### config.mk
export PLATFORM = sky130hd
export DESIGN_NAME = imem_dmem_arbiter
export DESIGN_NICKNAME = d
export VERILOG_FILES = /design/src/rtl/imem_dmem_arbiter.sv
export SDC_FILE = /design/constraint.sdc
export NUM_CORES = 1
export LEC_CHECK = 0
export CAP_MARGIN = 40
export CORE_UTILIZATION = 41
export CTS_BUF_LIST = sky130_fd_sc_hd__clkbuf_4 sky130_fd_sc_hd__clkbuf_8
export DETAILED_ROUTE_END_ITERATION = 10
export GPL_TIMING_DRIVEN = 0
export HOLD_SLACK_MARGIN = 0.08
export PLACE_DENSITY = 0.78
export SYNTH_ARGS = -nofsm -noshare
export SYNTH_HDL_FRONTEND = slang
export SYNTH_SLANG_ARGS = --single-unit
### constraint.sdc
create_clock -name clk -period 1.6 [get_ports clk]
set_input_delay 0.16 -clock clk [delete_from_list [all_inputs] [get_ports clk]]
set_output_delay 0.16 -clock clk [all_outputs]
set_load 0.02 [all_outputs]
### src/rtl/imem_dmem_arbiter.sv
// ============================================================================
// Module   : imem_dmem_arbiter
// Purpose  : Shares one memory port between instruction fetch and the LSU.
//            Latches request pulses, arbitrates, keeps one transaction in
//            flight and routes the response back to its owner.
//            ARB_ROUND_ROBIN_EN selects round-robin instead of fixed priority.
// Revision : 1.0 - initial release
// ============================================================================
`default_nettype none

module imem_dmem_arbiter #(
   parameter int STARVE_LIMIT = 4
) (
   input  logic        clk,
   input  logic        rst,
   input  logic        i_valid,
   input  logic        i_fence,
   input  logic [31:0] i_addr,
   output logic        i_ready,
   output logic [31:0] i_rdata,
   input  logic        d_valid,
   input  logic        d_fence,
   input  logic [31:0] d_addr,
   input  logic [31:0] d_wdata,
   input  logic [3:0]  d_wstrb,
   output logic        d_ready,
   output logic [31:0] d_rdata,
   output logic        mem_valid,
   output logic        mem_fence,
   output logic        mem_instr,
   output logic [31:0] mem_addr,
   output logic [31:0] mem_wdata,
   output logic [3:0]  mem_wstrb,
   input  logic        mem_ready,
   input  logic [31:0] mem_rdata
);

   typedef enum logic [0:0] {
      S_IDLE = 1'b0,
      S_BUSY = 1'b1
   } state_t;

   state_t      r_state;
   logic        r_i_pend;
   logic        r_i_fence;
   logic [31:0] r_i_addr;
   logic        r_d_pend;
   logic        r_d_fence;
   logic [31:0] r_d_addr;
   logic [31:0] r_d_wdata;
   logic [3:0]  r_d_wstrb;

   // An incoming pulse bypasses its slot so an idle port issues on the next edge.
   logic        w_i_req;
   logic        w_i_fence;
   logic [31:0] w_i_addr;
   logic        w_d_req;
   logic        w_d_fence;
   logic [31:0] w_d_addr;
   logic [31:0] w_d_wdata;
   logic [3:0]  w_d_wstrb;
   logic        w_resp;
   logic        w_grant;
   logic        w_pick_i;

   assign w_i_req   = i_valid | r_i_pend;
   assign w_i_fence = i_valid ? i_fence : r_i_fence;
   assign w_i_addr  = i_valid ? i_addr  : r_i_addr;
   assign w_d_req   = d_valid | r_d_pend;
   assign w_d_fence = d_valid ? d_fence : r_d_fence;
   assign w_d_addr  = d_valid ? d_addr  : r_d_addr;
   assign w_d_wdata = d_valid ? d_wdata : r_d_wdata;
   assign w_d_wstrb = d_valid ? d_wstrb : r_d_wstrb;

   assign w_resp  = (r_state == S_BUSY) & mem_ready;
   assign w_grant = ((r_state == S_IDLE) | w_resp) & (w_i_req | w_d_req);

`ifdef ARB_ROUND_ROBIN_EN
   logic r_last_i;

   assign w_pick_i = w_i_req & (~w_d_req | ~r_last_i);

   always_ff @(posedge clk) begin
      if (!rst)
         r_last_i <= 1'b1;
      else if (w_grant)
         r_last_i <= w_pick_i;
   end
`else
   localparam int                c_CNT_W = $clog2(STARVE_LIMIT + 1);
   localparam logic [c_CNT_W-1:0] c_LIMIT = c_CNT_W'(STARVE_LIMIT);

   logic [c_CNT_W-1:0] r_starve;

   assign w_pick_i = w_i_req & (~w_d_req | (r_starve == c_LIMIT));

   always_ff @(posedge clk) begin
      if (!rst)
         r_starve <= '0;
      else if (w_grant) begin
         if (w_pick_i)
            r_starve <= '0;
         else if (w_i_req && (r_starve != c_LIMIT))
            r_starve <= r_starve + 1'b1;
      end
   end
`endif

   always_ff @(posedge clk) begin
      if (!rst) begin
         r_state   <= S_IDLE;
         r_i_pend  <= 1'b0;
         r_i_fence <= 1'b0;
         r_i_addr  <= '0;
         r_d_pend  <= 1'b0;
         r_d_fence <= 1'b0;
         r_d_addr  <= '0;
         r_d_wdata <= '0;
         r_d_wstrb <= '0;
         mem_valid <= 1'b0;
         mem_fence <= 1'b0;
         mem_instr <= 1'b0;
         mem_addr  <= '0;
         mem_wdata <= '0;
         mem_wstrb <= '0;
      end else begin
         mem_valid <= 1'b0;
         if (i_valid) begin
            r_i_pend  <= 1'b1;
            r_i_fence <= i_fence;
            r_i_addr  <= i_addr;
         end
         if (d_valid) begin
            r_d_pend  <= 1'b1;
            r_d_fence <= d_fence;
            r_d_addr  <= d_addr;
            r_d_wdata <= d_wdata;
            r_d_wstrb <= d_wstrb;
         end
         if (w_resp)
            r_state <= S_IDLE;
         // The winner's slot is consumed even if its pulse arrived this cycle.
         if (w_grant) begin
            r_state   <= S_BUSY;
            mem_valid <= 1'b1;
            mem_instr <= w_pick_i;
            if (w_pick_i) begin
               r_i_pend  <= 1'b0;
               mem_fence <= w_i_fence;
               mem_addr  <= w_i_addr;
               mem_wdata <= '0;
               mem_wstrb <= '0;
            end else begin
               r_d_pend  <= 1'b0;
               mem_fence <= w_d_fence;
               mem_addr  <= w_d_addr;
               mem_wdata <= w_d_wdata;
               mem_wstrb <= w_d_wstrb;
            end
         end
      end
   end

   assign i_ready = w_resp & mem_instr;
   assign d_ready = w_resp & ~mem_instr;
   assign i_rdata = i_ready ? mem_rdata : '0;
   assign d_rdata = d_ready ? mem_rdata : '0;

endmodule

`default_nettype wire
== Word-level counts from Yosys, hierarchy flattened ==
Index checks and enable logic that the tools add are counted.
Cells by class
  $add $sub $neg: 1
  $mul: 0
  div/mod/pow operators: 0
  $lt $le $gt $ge: 0
  equal/unequal tests: 2
  shift-type cells: 0
  mux-type cells: 23
  bitwise gates (word level): 13
  reduce and logical (&&, ||, !) cells: 4
Operators by type and width (number)
  $mux W32: 7
  $mux W1: 12
  $mux W4: 2
  $mux W3: 2
  $and A1 B1 Y1: 5
  $or A1 B1 Y1: 5
  $reduce_bool A2 Y1: 2
  $add A3 B1 Y3 const B: 1
  $eq A3 B3 Y1 const B: 1
  $ne A3 B3 Y1 const B: 1
  $not A1 Y1: 3
  $reduce_and A2 Y1: 1
  $logic_and A1 B1 Y1: 1
Storage, ports and cells
  bits in registers: 179
  bits in latches: 0
  RAM bits: 0
  ROM bits: 0
  input port bits: 139
  output and inout port bits: 137
  memories kept: 0

== Logic depth before layout (Yosys ltp) ==
Gate-level depths: netlist of the first run.
  word-level depth: 6
  mapped depth: 7
  mapped depth without buffers: 6

== Worst setup path after synthesis of the first run ==
Ideal clock, no wire load.
  path type: register to register
  start: register r_starve[0]
  end: register mem_addr[27]
  setup time: 120 ps
  data arrival time: 1569 ps
  required time: 1480 ps
  path slack: -89 ps
  stages on the path, launching flop included: 8
  buffers on the path: 1
  clock period less this slack: 1689 ps
  path through: dfxtp_1 > inv_1 > ha_1 > o2bb2ai_1 > o211ai_1 > clkbuf_1 > nor3_1 > a211o_1
On the way
  word-level cells in the longest chain between the ends: 4
Ends and longest elaborated chain
  start: declaration: RTL line 93  | logic [c_CNT_W-1:0] r_starve;
  start signal: assignment: RTL line 104  | r_starve <= r_starve + 1'b1;
  $eq A3 B3 Y1: RTL line 95  | assign w_pick_i = w_i_req & (~w_d_req | (r_starve == c_LIMIT));
  $or A1 B1 Y1: RTL line 95
  $and A1 B1 Y1: RTL line 95
  $mux W32: RTL line 147  | if (w_pick_i) begin
  end signal: assignment: RTL line 150  | mem_addr <= w_i_addr;
  end signal: assignment: RTL line 156  | mem_addr <= w_d_addr;
  end: declaration: RTL line 31  | output logic [31:0] mem_addr,
Every way passes these cells.
A chain may end at the register's enable or synchronous reset.

== Worst setup path in the final report of the first run ==
  start: register r_state
  end: output d_rdata[11]
On the way
  word-level cells in the longest chain between the ends: 3
Ends and longest elaborated chain
  start: declaration: RTL line 43  | state_t r_state;
  start signal: assignment: RTL line 111  | r_state <= S_IDLE;
  start signal: assignment: RTL line 141  | r_state <= S_IDLE;
  start signal: assignment: RTL line 144  | r_state <= S_BUSY;
  $and A1 B1 Y1: RTL line 75  | assign w_resp = (r_state == S_BUSY) & mem_ready;
  $and A1 B1 Y1: RTL line 165  | assign d_ready = w_resp & ~mem_instr;
  $mux W32: RTL line 167  | assign d_rdata = d_ready ? mem_rdata : '0;
  end: declaration: RTL line 27  | output logic [31:0] d_rdata,
Every way passes these cells.

==> results of run 1 <==
## power by group
| part | leakage [nW] | internal (mW) | total [mW] | switching, mW |
|---|---|---|---|---|
| sequential | 1.48 | 4.74 | 4.87 | 0.135 |
| combinational | 4.21 | 1.12 | 2.22 | 1.10 |
| clock | 0.196 | 1.37 | 3.05 | 1.68 |
| total | 5.89 | 7.23 | 10.1 | 2.91 |
## cells in the final DEF (no fill, tap or decap), drive strengths merged, types with 2 or more instances in the layout
cell type,synthesis,routed
clkdlybuf4s50,0,137
mux2i,101,101
dlymetal6s2s,0,24
a21o,6,6
o31ai,36,36
clkinv,1,3
nor3,60,60
a211o,26,26
dlygate4sd2,0,46
ha,2,2
o21ai,4,4
dfxtp,179,179
o2bb2ai,7,7
nand2b,2,2
clkbuf,35,50
and2,65,65
inv,3,9
buf,24,139
a21oi,5,5
nor2,108,109
clkinvlp,0,2
nand2,41,41
## area by class of cell
cell class | count | area, sq um
Multi-Input combinational cell | 475 | 3680
Clock inverter | 11 | 120
Buffer | 53 | 445
Clock buffer | 21 | 270
Fill cell | 1251 | 4870
Sequential cell | 179 | 3600
Inverter | 4 | 15.0
Timing Repair Buffer | 323 | 3310
Tap cell | 220 | 275
## routing by layer
| metal | part of all wire | vias to the layer above | wire [microns] | global-route usage |
|---|---|---|---|---|
| met5 | 0.00056 | - | 13 | 0 |
| met2 | 0.51 | 224 | 11700 | 0.443 |
| li1 | - | 3141 | - | - |
| met3 | 0.067 | 18 | 1540 | 0.0684 |
| met4 | 0.0094 | 2 | 216 | 0.0607 |
| met1 | 0.42 | 3064 | 9640 | 0.321 |
## state kept, by name, indices dropped and copies added, names as in the netlist
| register | flops |
|---|---|
| mem_addr | 32 |
| mem_fence | 1 |
| mem_instr | 1 |
| mem_valid | 1 |
| mem_wdata | 32 |
| mem_wstrb | 4 |
| r_d_addr | 32 |
| r_d_fence | 1 |
| r_d_pend | 1 |
| r_d_wdata | 32 |
| r_d_wstrb | 4 |
| r_i_addr | 32 |
| r_i_fence | 1 |
| r_i_pend | 1 |
| r_starve | 3 |
| r_state | 1 |
## cell families after synthesis
group,count (synthesis),synth area share
buffers and inverters,63,0.0424
multiplexers,102,0.147
AO/OA/AOI/OAI,90,0.102
adder cells (fa/ha/maj),2,0.00360
AND/OR/NAND/NOR,280,0.188
flip-flops,179,0.516
## what timing repair did
action / CTS / global route
endpoints found under the hold margin: 8 / 0
resized for setup: 546 / 165
pin swaps: 42 / 53
setup endpoints to repair: 261 / 172
buffers inserted: 25 / 16
gates cloned: 12 / 1
hold buffers: 1 / 0
## stage by stage
stage / TNS (ps) / hold slack (ps) / worst slack [ps]
floorplan: -250 / 321 / -14.8
global placement: -148770 / 433 / -922
detailed placement: -150110 / 439 / -926
CTS: -9950 / 245 / -134
global route: -12770 / 308 / -196
finish: -6380 / 315 / -124
## how the worst max path moves through the flow
stage	from	end	slack (ps)	cells past startpoint
after floorplan	r_starve[0]$_SDFFE_PN0P_	mem_addr[10]$_SDFFE_PN0P_	-10	7
after global placement	i_valid	mem_addr[19]$_SDFFE_PN0P_	-920	6
after detailed placement	i_valid	mem_addr[19]$_SDFFE_PN0P_	-930	6
after CTS	r_state$_SDFFE_PN0P_	d_rdata[25]	-130	5
after global routing	r_state$_SDFFE_PN0P_	d_rdata[11]	-200	6
final	r_state$_SDFFE_PN0P_	d_rdata[11]	-120	6
## tightest hold or removal path, cell delays in order
cell and delay, ps:
clkdlybuf4s50_1 400, nand2_1 90, a21oi_1 60
==> metrics, run 1 <==
Slew headroom 0.379; maximum clock frequency 580 MHz; Die Width 132 microns; sequential-to-total area share from yosys stat 0.516; # rows 47; hold path cells 3; cts bufs inserted 17; initial antenna violation count 2; Initial DRT Pass Iterations 4; asr flop ratio synth 0; CTS tree built; total number of vias 6449; Slew Limit Fails 0; Syn Area/Cell 9.70 sq um; post-DP HPWL 15300 microns; DR WL/cell 18.0 microns; Starting Density 0.419; Longest Clk Path Bufs 2; VDD IR max 571 uV; final std cells w/o fill 1286; gpl congestion 0.747; DR DRC count 0; CP Class reg -> out; nets 1194; Final ANT Viol Nets 0; GRT Resource Usage Total 0.258; CP endpoint kind output pin; post-synth top area share 0.516; vias per inst 5.01; Chip Height 132 microns; share of cells above drive strength 1 0.286; Power, Total 10.1 mW; startpoint types flip-flop; worst endpoint required time 1440 ps; synth top area cells dfxtp_1 52%, mux2i_1 15%, and2_1 5.9%; Bufs and invs on worst path 3; Reg2Reg Launch Point r_i_pend$_SDFF_PN0_; syn nets 857; pwr dens 866 nW/um^2; worst-case reg-to-reg path depth 7; full die area 17500 sq um; fin util 0.706; crit-path cells nand2_4, nor2_4, buf_4, buf_8, and2_1, buf_6; path category of the worst min-delay check in -> reg; core outline area 16600 sq um; H-tree levels 4; period utilization 1.08; synth unique cells 32; global route overflow 0; critical path's slowest cell dfxtp_4; outcome complete, but fails checks; Synth area leader dfxtp_1; P_leak 5.89 nW; Final Cell Area 11700 sq um; Setup Viol. Count Final 94; hold path endpoint r_i_addr[31]$_SDFF_PN0_; Antenna Cells 0; Sink Count 179; area post-placement 9960 sq um; Critical Path AT 1560 ps; R2R Path End mem_wstrb[2]$_SDFFE_PN0P_; Final min period 1720 ps; failing checks negative setup slack; initial DRC count 242; Max Clock Skew 9.07 ps; CP max stage delay 370 ps; Max FO, Critical Path 5; clk root buf clkbuf_8; Port Buffer Count 273; Yosys reg bits 179; area growth from synthesis to layout 68.7%; # Max-Cap Violations 0; first-pass GRT wire length 34900 microns; cell family with most CP delay flip-flops; most instantiated cells after synthesis 179 x dfxtp_1, 108 x nor2_1, 101 x mux2i_1; Fin. Hold Viols 0; unrepaired setup endpoints after global routing yes; Final Worst Setup Slack -124 ps; Post-synth top flop dfxtp_1; Top Ports 276; WL final 23100 microns; R2R setup slack -100 ps; CTS clk-pin slew, worst paths 90 ps; number of enable flip-flop cells after synthesis 0; count leader, synth dfxtp_1; hold path start i_addr[31]; vias in the first global route 6350; largest net degree at the start of global routing 17; Synth Cell Area 6940 sq um; YS warnings 0; later-pin clock latency in the skew report 460 ps; Synth Instances 716; Post-Place Cells 1209; worst-margin pin slew 932 ps
Power figures use the tool's default switching activity.
==> run 2, diff against run 1 <==
--- a/config.mk
+++ b/config.mk
@@ -5,6 +5,7 @@
 export SDC_FILE = /design/constraint.sdc
 export NUM_CORES = 1
 export LEC_CHECK = 0
+export ABC_AREA = 1
 export CAP_MARGIN = 40
 export CORE_UTILIZATION = 41
 export CTS_BUF_LIST = sky130_fd_sc_hd__clkbuf_4 sky130_fd_sc_hd__clkbuf_8
==> run 2 against run 1 <==
The run still ends with negative setup slack left. Sequential share of layout area increased by 2.3 points. Cell area decreased by 7.1%. Total power increased by 2.7%. Routed wire length increased by 4.5%. Largest cell class is now registers.
==> metrics, run 2 <==
CP Class reg -> out; Final min period 1840 ps; R2R Path End mem_addr[9]$_SDFFE_PN0P_; Max Clock Skew 11.8 ps; Max FO, Critical Path 8; Syn Area/Cell 7.32 sq um; nets 1398; initial DRC count 292; area growth from synthesis to layout 56.5%; full die area 17500 sq um; total number of vias 7217; WL final 24100 microns; Bufs and invs on worst path 3; setup tns final -9450 ps; hold path start i_valid; YS warnings 0; worst-margin pin slew 578 ps; Die Width 132 microns; critical path's slowest cell dfxtp_4; share of cells above drive strength 1 0.185; startpoint types flip-flop; Critical Path AT 1680 ps; commonest non-fill, non-tap cells in the layout 216 x nand2_1, 202 x nor2_1, 175 x dfxtp_1; Fin. Hold Viols 0; # Max-Cap Violations 0; initial antenna violation count 6; Starting Density 0.419; largest net degree at the start of global routing 17; worst-case reg-to-reg path depth 9; DR DRC count 0; Chip Height 132 microns; vias per inst 4.82; Final ANT Viol Nets 0; CTS clk-pin slew, worst paths 90 ps; Yosys reg bits 179; P_leak 5.38 nW; path category of the worst min-delay check in -> reg; fin util 0.656; Sink Count 179; Slew Limit Fails 0; clk root buf clkbuf_8; Crit. path cell count 5; R2R setup slack 60 ps; CP max stage delay 370 ps; maximum clock frequency 543 MHz; DP Worst Slack -855 ps; cell family with most CP delay buffers and inverters; GRT Resource Usage Total 0.272; post-DP HPWL 17300 microns; crit path launch mem_instr$_SDFFE_PN0P_; gpl congestion 0.904; H-tree levels 4; Synth Cell Area 6950 sq um; Top Ports 276; area post-placement 10100 sq um; CTS tree built; first-pass GRT wire length 36300 microns; final std cells w/o fill 1497; count leader, synth nor2_1; Post-Place Cells 1443; commonest non-fill, non-tap cell in the layout nand2_1; syn nets 1091; vias in the first global route 6861; later-pin clock latency in the skew report 470 ps; synth top area cells dfxtp_1 52%, nor2_1 13%, nand2_1 12%; post-synth top area share 0.515; failing checks negative setup slack; Power, Total 10.4 mW; pwr dens 958 nW/um^2; Slew headroom 0.614; unrepaired setup endpoints after global routing yes; # rows 47; Final Cell Area 10900 sq um; period utilization 1.15; sequential-to-total area share from yosys stat 0.515; crit-path cells nor3_4, inv_4, clkbuf_8, nor2_1, buf_4; asr flop ratio synth 0; core outline area 16600 sq um; hold path cells 5; Final Worst Setup Slack -240 ps; outcome complete, but fails checks; Initial DRT Pass Iterations 5; Reg2Reg Launch Point r_state$_SDFFE_PN0P_; Synth area leader dfxtp_1; Synth Instances 950; Port Buffer Count 273; DR WL/cell 16.1 microns; hold path endpoint r_i_fence$_SDFF_PN0_; global route overflow 0; Setup Viol. Count Final 64; number of enable flip-flop cells after synthesis 0; cts bufs inserted 17; most instantiated cells after synthesis 237 x nor2_1, 218 x nand2_1, 179 x dfxtp_1; worst endpoint required time 1440 ps; Post-synth top flop dfxtp_1; Hold WS 117 ps; Longest Clk Path Bufs 2; VDD IR max 548 uV; synth unique cells 29; CP endpoint kind output pin
## run 2: cell types whose count changed in the layout (fill, tap and decap cells not counted), moves of 21 or more
cell,before,now
nor2_4,2,28
and2_4,21,0
o31ai_2,23,0
a211o_1,26,0
nand2_1,2,216
and2_1,44,0
inv_1,1,42
nor3_1,45,1
buf_6,58,33
nor2_1,106,202
mux2i_1,100,1
o21ai_0,4,88
nand3_1,0,60
## run 2: routing by layer
metal	part of all wire	routed length, microns	global-route usage	vias to the layer above
li1	-	-	-	3572
met4	0.042	1010	0.162	0
met5	0	0	0	-
met3	0.054	1290	0.0554	57
met1	0.40	9680	0.308	3334
met2	0.50	12100	0.472	254
## run 2: final cells by class
class                   count  area (sq um)
diodes                      7          17.5
plain buffers              58           434
clock buffers              19           262
clock inverters            13           174
fillers                  1451          5700
inverters                  51           203
multi-input cells         662          3110
flip-flops and latches    179          3590
well taps                 220           275
repair buffers            288          2810
## run 2: what timing repair did
| item | in CTS | in global routing |
|---|---|---|
| hold buffers | 0 | 0 |
| gates resized for setup | 477 | 45 |
| hold endpoints to repair | 0 | 0 |
| setup endpoints to repair | 134 | 152 |
| setup buffers | 3 | 6 |
| pin swaps | 3 | 3 |
| gates cloned | 4 | 2 |
## run 2: cell families (layout without fill, tap and decap cells)
kind of cell               count (synthesis)  after routing  synth area share
adders and majority gates                  2              2           0.00360
DFF                                      179            179             0.515
buffers and inverters                    109            429            0.0727
muxes                                      1              1           0.00144
other                                      0              7                 0
AOI/OAI and AO/OA                        110            110            0.0814
xor gates and xnor gates                   1              1           0.00126
and+or+nand+nor                          548            548             0.324
## run 2: report_power, final
| group | total [mW] | leakage, nW | switching [mW] | internal [mW] |
|---|---|---|---|---|
| Clock | 3.35 | 0.215 | 1.69 | 1.66 |
| Combinational | 2.14 | 3.68 | 1.20 | 0.935 |
| Sequential | 4.93 | 1.48 | 0.134 | 4.80 |
## run 2: how the worst max path moves through the flow
stage / to / slack (ps)
after CTS: i_rdata[26] / -220
after floorplan: i_rdata[11] / -20
final: d_rdata[25] / -240
after global placement: d_rdata[11] / -830
after global routing: i_rdata[22] / -330
after detailed placement: d_rdata[11] / -860
## run 2: worst reg2reg max path: cells and delay by family, from the launching register on
| family | cells | cell delay [ps] |
|---|---|---|
| AND/OR/NAND/NOR | 5 | 610 |
| buffers and inverters | 4 | 520 |
| flip-flops | 1 | 350 |
==> run 3, diff against run 2 <==
--- a/config.mk
+++ b/config.mk
@@ -13,6 +13,7 @@
 export GPL_TIMING_DRIVEN = 0
 export HOLD_SLACK_MARGIN = 0.08
 export PLACE_DENSITY = 0.78
+export SETUP_SLACK_MARGIN = 0.02
 export SYNTH_ARGS = -nofsm -noshare
 export SYNTH_HDL_FRONTEND = slang
 export SYNTH_SLANG_ARGS = --single-unit
==> run 3 against run 2 <==
The flow still finishes with violations (negative setup slack). Non-clock buffer count fell by 3. Core utilization down 0.65 points. Via count is 0.98% lower. Worst setup slack better by 81 ps. Critical path depth increased by 1. Critical endpoint is now d_rdata[19].
==> metrics, run 3 (synthesis gave the netlist of run 2 again) <==
outcome complete, but fails checks; failing checks negative setup slack; Critical Path AT 1600 ps; Sink Count 179; Initial DRT Pass Iterations 5; initial antenna violation count 1; Max FO, Critical Path 10; DR WL/cell 15.3 microns; CP endpoint kind output pin; Fin. Hold Viols 0; initial DRC count 387; core outline area 16600 sq um; Die Width 132 microns; R2R setup slack 20 ps; largest net degree at the start of global routing 20; unrepaired setup endpoints after global routing yes; register area 3590 sq um; share of cells above drive strength 1 0.187; # Max-Cap Violations 0; P_leak 5.15 nW; CTS clk-pin slew, worst paths 100 ps; commonest non-fill, non-tap cells in the layout 216 x nand2_1, 198 x nor2_1, 175 x dfxtp_1; gpl congestion 0.849; nets 1395; CP Class reg -> out; global route overflow 0; later-pin clock latency in the skew report 480 ps; Hold WS 120 ps; final std cells w/o fill 1487; Post-Place Cells 1443; Slew headroom 0.624; DP Worst Slack -628 ps; Chip Height 132 microns; WL final 22800 microns; Final Worst Setup Slack -159 ps; Starting Density 0.419; commonest non-fill, non-tap cell in the layout nand2_1; area of the multi-input gates 3140 sq um; H-tree levels 4; Layout fillers 1454; cts bufs inserted 17; Final ANT Viol Nets 0; Port Buffer Count 273; Slew Limit Fails 0; Setup Viol. Count Final 62; Top Ports 276; full die area 17500 sq um; path category of the worst min-delay check in -> reg; DR DRC count 0; Longest Clk Path Bufs 2; GRT Resource Usage Total 0.262; area growth from synthesis to layout 54.9%; Final min period 1760 ps; startpoint types flip-flop; worst endpoint required time 1440 ps; clk root buf clkbuf_8; total number of vias 7146; vias in the first global route 7039; Power, Total 10.1 mW; Max Clock Skew 12.6 ps; maximum clock frequency 568 MHz; worst-margin pin slew 563 ps; CTS tree built; period utilization 1.10; pwr dens 939 nW/um^2; post-DP HPWL 16600 microns; fin util 0.650; # rows 47; Antenna Cells 0; CTS Hold Bufs 0; vias per inst 4.81; VDD IR max 563 uV; first-pass GRT wire length 35500 microns
run 3: changes by cell type in the layout (fill, tap and decap cells not counted), sizes merged:
cell          delta
inv              +6
buf              -5
dlymetal6s2s    -17
clkinvlp         -1
diode            -7
bufinv           -3
dlygate4sd2     +17
run 3: worst max-delay path, cell delays in order, from the launching register on:
cell      delay (ps)
dfxtp_2          330
inv_2             50
nor3_2           200
inv_2            100
clkbuf_8         180
nor2_2           140
buf_6            140
run 3: what timing repair did:
action                     4_1_cts  5_1_grt
pin swaps                        1        2
gates cloned                     3        2
resized for setup              457       17
setup endpoints to repair      182      140
setup buffers                    0        7
run 3: worst paths after layout:
check / startpoint / to / cells after the start
max: r_state$_SDFFE_PN0P_ / d_rdata[19] / 6
min: i_valid / r_i_pend$_SDFF_PN0_ / 3
max reg2reg: r_state$_SDFFE_PN0P_ / mem_wstrb[3]$_SDFFE_PN0P_ / 9
min reg2reg: mem_addr[31]$_SDFFE_PN0P_ / mem_addr[31]$_SDFFE_PN0P_ / 2
run 3: routing by layer:
metal | wire length, microns | share of wire | up-vias | global-route usage
met4 | 1010 | 0.044 | 2 | 0.137
li1 | - | - | 3566 | -
met1 | 8850 | 0.39 | 3246 | 0.286
met3 | 1550 | 0.068 | 58 | 0.0646
met5 | 17 | 0.00075 | - | 0
met2 | 11400 | 0.50 | 274 | 0.468
run 3: power breakdown:
| group | internal, mW | switching (mW) | leakage [nW] | total, mW |
|---|---|---|---|---|
| logic | 0.920 | 1.20 | 3.47 | 2.12 |
| clock network | 1.18 | 1.88 | 0.199 | 3.07 |
| registers | 4.80 | 0.132 | 1.48 | 4.93 |
run 3: cell type report:
cell class              instances  area share
plain buffers                  58      0.0408
clock buffers                  17      0.0217
clock inverters                15      0.0149
inverters                      51      0.0186
multi-input cells             662       0.291
flip-flops and latches        179       0.333
well taps                     220      0.0256
repair buffers                285       0.254
run 3: stage by stage:
stage	area [sq um]	TNS (ps)
2_1_floorplan	7210	0
3_3_place_gp	10200	-64520
3_5_place_dp	10200	-68870
4_1_cts	10600	-9250
5_1_grt	10800	-16380
6_report	10800	-7910
